## config.mk

```make
export PLATFORM = sky130hd
export DESIGN_NAME = osc_clk_div_flat
export DESIGN_NICKNAME = d
export VERILOG_FILES = /design/src/rtl/osc_clk_div_if.sv /design/src/rtl/osc_clk_div.sv /design/src/flat_wrapper.sv
export SDC_FILE = /design/constraint.sdc
export NUM_CORES = 1
export LEC_CHECK = 0
export ABC_AREA = 1
export BUFFER_PORTS_ARGS = -buffer_cell sky130_fd_sc_hd__buf_4
export CORE_ASPECT_RATIO = 1.1
export CORE_MARGIN = 2
export CORE_UTILIZATION = 41
export DETAILED_ROUTE_END_ITERATION = 8
export HOLD_SLACK_MARGIN = 0.15
export SETUP_SLACK_MARGIN = 0.15
export SYNTH_ARGS = -nofsm -noshare
export SYNTH_HDL_FRONTEND = slang
export SYNTH_SLANG_ARGS = --single-unit
```

## constraint.sdc

```tcl
create_clock -name i_clki -period 3.5 [get_ports i_clki]
set_input_delay 0.35 -clock i_clki [delete_from_list [all_inputs] [get_ports i_clki]]
set_output_delay 0.35 -clock i_clki [all_outputs]
set_load 0.01 [all_outputs]
```

## src/rtl/osc_clk_div_if.sv

```systemverilog
// Control/status bundle between fabric logic and the oscillator clock divider.
interface osc_clk_div_if #(
  parameter int unsigned WIDTH = 8
);
  logic             en;
  logic [WIDTH-1:0] div;
  logic             req;
  logic             ack;
  logic             clko;
  logic             ce;
  logic             running;

  modport master (
    output en, div, req,
    input  ack, clko, ce, running
  );

  modport slave (
    input  en, div, req,
    output ack, clko, ce, running
  );
endinterface

```

## src/rtl/osc_clk_div.sv

```systemverilog
// Programmable divider for the oscillator clock: registered CLKO, one-cycle CE strobe,
// and run-time ratio changes that only take effect at period boundaries.
module osc_clk_div #(
  parameter int unsigned WIDTH   = 8,
  parameter int unsigned DEF_DIV = 4
) (
  input logic          i_clki,
  input logic          i_rstn,
  osc_clk_div_if.slave bus
);

  localparam logic [1:0] ST_STOPPED = 2'd0;
  localparam logic [1:0] ST_RUN     = 2'd1;
  localparam logic [1:0] ST_PEND    = 2'd2;

  logic [1:0]       r_state;
  logic [WIDTH-1:0] r_cnt;
  logic [WIDTH-1:0] r_n;
  logic [WIDTH-1:0] r_pend;
  logic             r_req_d;
  logic             r_ack;
  logic             r_clko;
  logic             r_ce;
  logic             r_running;

  logic             w_cap;
  logic [WIDTH-1:0] w_cap_val;
  logic             w_wrap;
  logic [WIDTH-1:0] w_cnt_nxt;
  logic [WIDTH-1:0] w_half;

  assign w_cap     = bus.req & ~r_req_d;
  assign w_cap_val = (bus.div < WIDTH'(2)) ? WIDTH'(2) : bus.div;
  assign w_wrap    = (r_cnt == (r_n - WIDTH'(1)));
  assign w_cnt_nxt = w_wrap ? '0 : (r_cnt + WIDTH'(1));
  assign w_half    = r_n - (r_n >> 1);

  always_ff @(posedge i_clki or negedge i_rstn) begin
    if (!i_rstn) begin
      r_state   <= ST_STOPPED;
      r_cnt     <= '0;
      r_n       <= WIDTH'(DEF_DIV);
      r_pend    <= WIDTH'(DEF_DIV);
      r_req_d   <= 1'b0;
      r_ack     <= 1'b0;
      r_clko    <= 1'b0;
      r_ce      <= 1'b0;
      r_running <= 1'b0;
    end else begin
      r_req_d <= bus.req;
      r_ack   <= 1'b0;
      r_ce    <= 1'b0;
      if (w_cap) r_pend <= w_cap_val;

      case (r_state)
        ST_STOPPED: begin
          r_cnt  <= '0;
          r_clko <= 1'b0;
          if (w_cap) begin
            r_n   <= w_cap_val;
            r_ack <= 1'b1;
          end
          // First period starts on the enabling edge, so CLKO rises immediately.
          if (bus.en) begin
            r_state   <= ST_RUN;
            r_running <= 1'b1;
            r_clko    <= 1'b1;
          end
        end

        ST_RUN, ST_PEND: begin
          r_cnt  <= w_cnt_nxt;
          r_clko <= (w_cnt_nxt < w_half);
          r_ce   <= w_wrap;
          // A capture landing on the wrap edge itself still wins over the older pending value.
          if ((r_state == ST_PEND) && w_wrap) begin
            r_n   <= w_cap ? w_cap_val : r_pend;
            r_ack <= 1'b1;
          end
          if (w_wrap && !bus.en) begin
            r_state   <= ST_STOPPED;
            r_cnt     <= '0;
            r_clko    <= 1'b0;
            r_running <= 1'b0;
          end else if ((r_state == ST_PEND) && w_wrap) begin
            r_state <= ST_RUN;
          end else if (w_cap) begin
            r_state <= ST_PEND;
          end
        end

        default: begin
          r_state <= ST_STOPPED;
          r_cnt   <= '0;
          r_clko  <= 1'b0;
        end
      endcase
    end
  end

  assign bus.ack     = r_ack;
  assign bus.clko    = r_clko;
  assign bus.ce      = r_ce;
  assign bus.running = r_running;

endmodule

```

## src/flat_wrapper.sv

```systemverilog
// flat-port wrapper written by rule: the top's interface ports become plain ports
module osc_clk_div_flat 
#(
  parameter int unsigned WIDTH   = 8,
  parameter int unsigned DEF_DIV = 4
)
  (i_clki, i_rstn, bus_en, bus_div, bus_req, bus_ack, bus_clko, bus_ce, bus_running);
  osc_clk_div_if #(.WIDTH(WIDTH)) bus_i ();
  input logic i_clki;
  input logic i_rstn;
  input wire logic [$bits(bus_i.en)-1:0] bus_en;
  input wire logic [$bits(bus_i.div)-1:0] bus_div;
  input wire logic [$bits(bus_i.req)-1:0] bus_req;
  output wire logic [$bits(bus_i.ack)-1:0] bus_ack;
  output wire logic [$bits(bus_i.clko)-1:0] bus_clko;
  output wire logic [$bits(bus_i.ce)-1:0] bus_ce;
  output wire logic [$bits(bus_i.running)-1:0] bus_running;
  assign bus_i.en = bus_en;
  assign bus_i.div = bus_div;
  assign bus_i.req = bus_req;
  assign bus_ack = bus_i.ack;
  assign bus_clko = bus_i.clko;
  assign bus_ce = bus_i.ce;
  assign bus_running = bus_i.running;
  osc_clk_div #(.WIDTH(WIDTH), .DEF_DIV(DEF_DIV)) u_core (.i_clki(i_clki), .i_rstn(i_rstn), .bus(bus_i));
endmodule
```

* Word-level counts from Yosys, hierarchy flattened
Index checks and enable logic that the tools add are counted.
** Storage, ports and cells
- Output and inout port bits :: 4
- Word-level logic and storage cells :: 56
- Bits in registers :: 31
** Cells by class
- Equality and inequality tests :: 8
- Bitwise operators :: 2
- Order comparisons :: 2
- Mux-type cells :: 23
- $add $sub $neg :: 3
- Reductions and logical operators :: 9
** Operator list (count)
- $mux 8 :: 7
- $pmux 8 s2 :: 1
- $add 8x1->8 const B :: 1
- $eq 8x8->1 :: 1
- $lt 8x2->1 const B :: 1
- $lt 8x8->1 :: 1
- $mux 2 :: 4
- $sub 8x1->8 const B :: 1
- $sub 8x7->8 :: 1
- $mux 1 :: 7
- $ne 2x1->1 const B :: 3
- $pmux 1 s2 :: 3
- $reduce_and 3->1 :: 2
- $ne 4x1->1 const B :: 1
- $pmux 2 s2 :: 1
- $eq 2x1->1 const B :: 1
- $eq 2x2->1 const B :: 1
- $logic_and 1x1->1 :: 2
- $logic_not 2->1 :: 1
- $ne 2x2->1 const B :: 1
- $reduce_and 2->1 :: 1
- $reduce_bool 2->1 :: 1
- $reduce_or 2->1 :: 1
- $and 1x1->1 :: 1
- other kinds (2) :: 2

* Longest topological paths before layout
Gate-level depths: netlist of run 1.
- Word-level depth :: 6
- Mapped depth :: 21
- Mapped depth without buffers :: 20

* Worst setup path before layout of run 1
No wires, ideal clock.
- Path type :: register to register
- Start point :: register u_core.r_n[2]
- End point :: register u_core.r_clko, in the netlist u_core.bus.clko
- Arrival :: 2.686 ns
- Setup slack :: 0.741 ns
- Path buffers :: 0
- Library setup time :: 0.073 ns
- Stages on the path, launching flop included :: 16
- Cells stage by stage :: dfstp_2 -> inv_1 -> ha_1 -> o31ai_1 -> a21oi_1 -> o21ai_0 -> a21oi_1 -> nor2_1 -> nor2_1 -> xor2_1 -> ha_1 -> a21oi_1 -> o21ai_0 -> nor2_1 -> nand2_1 -> a21oi_2
** Between the ends
- Longest elaborated chain between the ends :: 6
** RTL lines
- start, declared :: line osc_clk_div.sv:18 : logic [WIDTH-1:0] r_n;
- start signal, assigned :: line osc_clk_div.sv:42 : r_n <= WIDTH'(DEF_DIV);
- start signal, assigned :: line osc_clk_div.sv:60 : r_n <= w_cap_val;
- start signal, assigned :: line osc_clk_div.sv:77 : r_n <= w_cap ? w_cap_val : r_pend;
- $sub 8x1->8 :: line osc_clk_div.sv:34 : assign w_wrap = (r_cnt == (r_n - WIDTH'(1)));
- $eq 8x8->1 :: line osc_clk_div.sv:34
- $mux 8 :: line osc_clk_div.sv:35 : assign w_cnt_nxt = w_wrap ? '0 : (r_cnt + WIDTH'(1));
- $lt 8x8->1 :: line osc_clk_div.sv:73 : r_clko <= (w_cnt_nxt < w_half);
- $mux 1 * :: line osc_clk_div.sv:80 : if (w_wrap && !bus.en) begin
- $pmux 1 s2 * :: line osc_clk_div.sv:55 : case (r_state)
- end signal, assigned :: line osc_clk_div.sv:73
- end, declared :: line osc_clk_div.sv:22 : logic r_clko;
Mark *: on every way between the ends. The rest lies on a longest branch, timed or not.
A chain may end at the register's enable or synchronous reset.

* Final worst setup path of run 1
Same ends and word-level chain as after synthesis.

==> results of run 1 <==
## routing by layer
layer  up-vias  GRT usage  routed length [µm]
met5         -          0                   0
met4         0     0.0643                  62
met3         5     0.0270                 140
met2        28      0.274                2100
met1       855      0.216                2150
li1       1013          -                   -
## repair_timing
action	CTS	global route
hold buffers	1	0
hold endpoints to repair	29	0
setup buffers	0	0
## final timing paths
path | startpoint | to | slack, ns | cells after the start
max in group asynchronous | i_rstn | u_core.r_n[2]$_DFFE_PN1P_ | 2.62 | 2
max reg2reg | u_core.r_n[2]$_DFFE_PN1P_ | u_core.bus.clko$_DFF_PN0_ | 0.48 | 15
min | bus_req | u_core.r_req_d$_DFF_PN0_ | 0.18 | 1
max | u_core.r_n[2]$_DFFE_PN1P_ | u_core.bus.clko$_DFF_PN0_ | 0.48 | 15
min in group asynchronous | i_rstn | u_core.r_cnt[6]$_DFF_PN0_ | 0.55 | 2
min reg2reg | u_core.r_pend[0]$_DFF_PN0_ | u_core.r_pend[0]$_DFF_PN0_ | 0.49 | 2
## sequential cells by signal, summed over array words and instances (netlist names)
signal	count
u_core.bus.ack	1
u_core.bus.ce	1
u_core.bus.clko	1
u_core.bus.running	1
u_core.r_cnt	8
u_core.r_n	8
u_core.r_pend	8
u_core.r_req_d	1
u_core.r_state	2
## area by class of cell
cell class / instances / area share
multi-input cells: 220 / 0.491
well taps: 75 / 0.0367
clock inverters: 1 / 0.00294
repair buffers: 18 / 0.0538
inverters: 50 / 0.0734
flip-flops and latches: 31 / 0.304
clock buffers: 7 / 0.0377
## synthesized netlist by cell type
cell type	instances
o21ai_0	20
o21ai_2	2
nand4_1	1
a21o_1	1
nor3_1	9
nand3_1	9
nor2_4	1
o211ai_1	1
nor4_1	4
inv_2	2
nand2_1	87
nor2_1	23
fa_1	1
a21oi_2	1
clkbuf_1	2
dfrtp_1	29
o31ai_1	1
a21oi_1	11
buf_6	1
nand3_2	2
inv_1	48
dfstp_2	2
ha_1	26
xnor2_1	2
nand2_2	1
o21ai_1	8
a211oi_1	1
xor2_1	8
buf_2	2
## logic make-up (layout without fill, tap and decap cells)
logic type | after synthesis | count (layout) | share of synthesized area
fa+ha+maj | 27 | 27 | 0.153
buf+inv | 55 | 76 | 0.0962
xor+xnor | 10 | 10 | 0.0389
simple gates | 137 | 137 | 0.254
compound gates | 46 | 46 | 0.112
flops | 31 | 31 | 0.346
## stage by stage
stage / power (mW) / hold slack, ns
3_5_place_dp: 2.06 / 0.309
5_1_grt: 2.65 / 0.170
2_1_floorplan: 1.73 / 0.0544
3_3_place_gp: 2.03 / 0.314
4_1_cts: 2.39 / 0.176
6_report: 2.35 / 0.184
## report_power, final
group	switching (mW)	internal (mW)
logic	0.913	0.570
registers	0.0885	0.467
clock network	0.137	0.179
total	1.14	1.22
==> impl_metrics.ini, run 1 <==
[run_status]
status = complete, no violations

[sta]
drv_slew = 0
setup_viol = 0
rsz0062_at_grt = no
finalHoldViolCount = 0
min_period_ns = 3.02
worst_pin_slew_ns = 0.591
max_freq_mhz = 332
fin_worst_skew_ns = 0.00621
maxSlewHeadroom = 0.606
final.setup.tns_ns = 0
fin_ws_ns = 0.484
period_share = 0.862

[finish]
multiInputGateArea_mm2 = 0.00126
area_delta_synth_final_pct = 13.6
design_area_mm2 = 0.00256
final_cells = 402
register_area_um2 = 778
layout_common_cells = 87 x nand2_1, 48 x inv_1, 29 x dfrtp_1, 26 x ha_1, 23 x nor2_1
drive_gt1_frac = 0.110
nFillCells = 546
diodes = 0
fin_nets = 365
layout_commonest_cell = nand2_1
fin_util = 0.480

[floorplan]
chipHeight_um = 81.7
num_rows = 28
initial_core_util = 0.423
pin_count = 16
fp.coreArea_mm2 = 0.00533
die_x_um = 74.6
die_area_mm2 = 0.00610

[route]
wl_mm = 4.45
vias = 1901
drtPass1Iterations = 7
ant_nets = 0
wl_per_cell_um = 11.1
drt_iter0_drc = 63
drc = 0
avgViaCountPerCell = 4.73

[clocking]
cts_tree = done
cts_resized = 0
path_clk_slew_ns = 0.07
cts_sinks = 31
clock_latency_ns = 0.28
clockRootBuffer = clkbuf_8
cts_buffers = 5
clock_path_buffers = 2
h-tree-depth = 2

[place]
port_buffers = 15
place_hpwl_mm = 3.53
place_area_mm2 = 0.00244
dp.cells = 393
place.gp.congestion = 0.784
place_ws_ns = 0.444

[global_route]
antenna_found_initial = 0
grt_pass1_wl_mm = 7.60
grt_pass1_vias = 1683
grt_max_degree = 32
overflow = 0
grt_usage = 0.166

[worst_setup_path]
critPathTopFamily = compound AO/OA/AOI/OAI gates
worstPathArrival_ns = 3.19
path_common_cell = nor2_1
max_stage_delay_ns = 0.56
crit_chain = inv_1, ha_1, o31ai_1, a21oi_1, o21ai_0, a21oi_1, nor2_1, nor2_1, xor2_1, ha_1, nand2_1, o21ai_0, nor2_1, nand2_1, a21oi_2
slowest_stage = dfstp_2
worstSetupStartpointType = register
path_class = reg -> reg
cp_max_fo = 5
crit_required_ns = 3.67
worst_setup_path_end_kind = register
crit_buf_inv = 1

[synthesis]
ys_ff_latch = 31
syn-num-nets = 345
synth_area_leader_cell = dfrtp_1
synth_top_area_share = 0.322
synth_cells = 306
synth_cell_type_count = 29
ys_seq_area_frac = 0.346
avgSynthCellArea_um2 = 7.36
ys_warn_count = 0
ys_top_cells_by_area = dfrtp_1 32%, nand2_1 15%, ha_1 14%
syn_area_mm2 = 0.00225

[run]
cap_violations = 0

[power]
leakage_nw = 1.35
cellPowerDensity_mw_per_mm2 = 921
vdd_drop_max_mv = 0.449

[hold_path]
worstHoldPathType = in -> reg
Power figures use the tool's default switching activity.
==> run 2, diff against run 1 <==
Settings changed: BUFFER_PORTS_ARGS -buffer_cell sky130_fd_sc_hd__buf_4 to -buffer_cell sky130_fd_sc_hd__buf_2.
==> run 2 against run 1 <==
Sequential share of layout area is 0.060 points higher. Sequential cell count is the same. Cell count is the same. Via count decreased by 2.5%. Count of clock-buffer cells in the layout fell by 2. Wire length shrank 0.90%. Fmax up 1.1%. Die area unchanged. Final area shrank 0.20%. Hold slack better by 0.0010 ns. Sequential power hardly changed. Critical endpoint unchanged. Largest power group unchanged.
==> impl_metrics.ini, run 2 (synthesis results as in run 1) <==
[run_status]
status = complete, no violations

[floorplan]
num_rows = 28
initial_core_util = 0.423
fp.coreArea_mm2 = 0.00533
chipHeight_um = 81.7
die_x_um = 74.6
pin_count = 16
die_area_mm2 = 0.00610

[sta]
maxSlewHeadroom = 0.530
setup_viol = 0
final.setup.tns_ns = 0
fin_worst_skew_ns = 0.00677
period_share = 0.853
worst_pin_slew_ns = 0.704
finalHoldViolCount = 0
drv_slew = 0
fin_ws_ns = 0.515
max_freq_mhz = 335
rsz0062_at_grt = no
min_period_ns = 2.98

[worst_setup_path]
critical_path_depth = 15
crit_required_ns = 3.72
slowest_stage = dfstp_2
worst_setup_path_end_kind = register
crit_start = u_core.r_n[2]$_DFFE_PN1P_
max_stage_delay_ns = 0.57
critPathTopFamily = compound AO/OA/AOI/OAI gates
r2r-end = u_core.bus.clko$_DFF_PN0_
crit_buf_inv = 1
rrSetupSlack_ns = 0.52
worst_r2r_path_depth = 15
crit_chain = inv_1, ha_1, o31ai_1, a21oi_1, o21ai_1, a21oi_1, nor2_1, nor2_1, xor2_1, ha_1, a21oi_1, o21ai_0, nor2_1, nand2_1, a21oi_2
cp_max_fo = 5
endpoint = u_core.bus.clko$_DFF_PN0_
path_class = reg -> reg
worstSetupStartpointType = register
rr_startpoint = u_core.r_n[2]$_DFFE_PN1P_
worstPathArrival_ns = 3.20

[clocking]
cts_buffers = 5
clock_path_buffers = 2
clockRootBuffer = clkbuf_8
clock_latency_ns = 0.29
path_clk_slew_ns = 0.07
cts_tree = done
cts_sinks = 31
post-cts-setup-buffers = 0
h-tree-depth = 2

[place]
place.gp.congestion = 0.816
port_buffers = 15
place_hpwl_mm = 3.46
place_area_mm2 = 0.00241
place_ws_ns = 0.457

[route]
drtPass1Iterations = 4
wl_mm = 4.41
wl_per_cell_um = 11.0
drc = 0
ant_nets = 0
vias = 1853
drt_iter0_drc = 92
avgViaCountPerCell = 4.61

[power]
vdd_drop_max_mv = 0.550
leakage_nw = 1.36
cellPowerDensity_mw_per_mm2 = 962

[finish]
layout_common_cells = 87 x nand2_1, 48 x inv_1, 29 x dfrtp_1, 26 x ha_1, 23 x nor2_1
multiInputGateArea_mm2 = 0.00126
layout_commonest_cell = nand2_1
largestRegisters = u_core.r_cnt (8), u_core.r_n (8), u_core.r_pend (8)
drive_gt1_frac = 0.110
fin_nets = 365
design_area_mm2 = 0.00255
register_area_um2 = 778
diodes = 0
nFillCells = 537
area_delta_synth_final_pct = 13.4

[global_route]
overflow = 0
grt_usage = 0.164
grt_pass1_vias = 1691
grt_pass1_wl_mm = 7.59
antenna_found_initial = 0
grt_max_degree = 32

[run]
cap_violations = 0

[hold_path]
worstHoldPathType = in -> reg
==> run 2: repair_timing <==
action	CTS	global route
hold buffers	1	0
hold endpoints to repair	29	0
resized for setup	0	1
endpoints found under the setup margin	0	1
==> run 2: worst min path at each step <==
stage                       start                       end  slack [ns]  cells after the start
after global placement     i_rstn   u_core.bus.ce$_DFF_PN0_        0.44                      1
after detailed placement   i_rstn   u_core.bus.ce$_DFF_PN0_        0.45                      1
final                     bus_req  u_core.r_req_d$_DFF_PN0_        0.19                      1
after CTS                 bus_req  u_core.r_req_d$_DFF_PN0_        0.18                      1
after global routing      bus_req  u_core.r_req_d$_DFF_PN0_        0.18                      1
after floorplan            i_rstn  u_core.bus.ack$_DFF_PN0_        0.05                      0
==> run 2: metrics by stage <==
stage	total power [mW]	instances	utilization	hold slack [ns]
floorplan	1.73	306	-	0.0544
global route	2.77	402	0.479	0.180
finish	2.45	402	0.479	0.185
global placement	2.02	393	0.452	0.443
CTS	2.48	402	0.479	0.180
detailed placement	2.04	393	0.452	0.446
==> run 2: where the power goes <==
| group | internal (mW) | total (mW) | switching (mW) |
|---|---|---|---|
| combinational | 0.555 | 1.47 | 0.917 |
| sequential | 0.467 | 0.555 | 0.0881 |
| clock | 0.284 | 0.426 | 0.142 |
| total | 1.31 | 2.45 | 1.15 |
==> run 2: metal layers <==
layer,global-route usage,share of wire,up-vias
met4,0.0607,0.019,0
met2,0.259,0.44,29
met1,0.223,0.50,809
li1,-,-,1007
met3,0.0294,0.034,8
met5,0,0,-
==> run 2: layout make-up <==
| type | instances | area share |
|---|---|---|
| Inverter | 50 | 0.0735 |
| Clock buffer | 5 | 0.0270 |
| Clock inverter | 3 | 0.0265 |
| Multi-Input combinational cell | 220 | 0.492 |
| Tap cell | 75 | 0.0368 |
| Timing Repair Buffer | 18 | 0.0392 |
| Sequential cell | 31 | 0.305 |
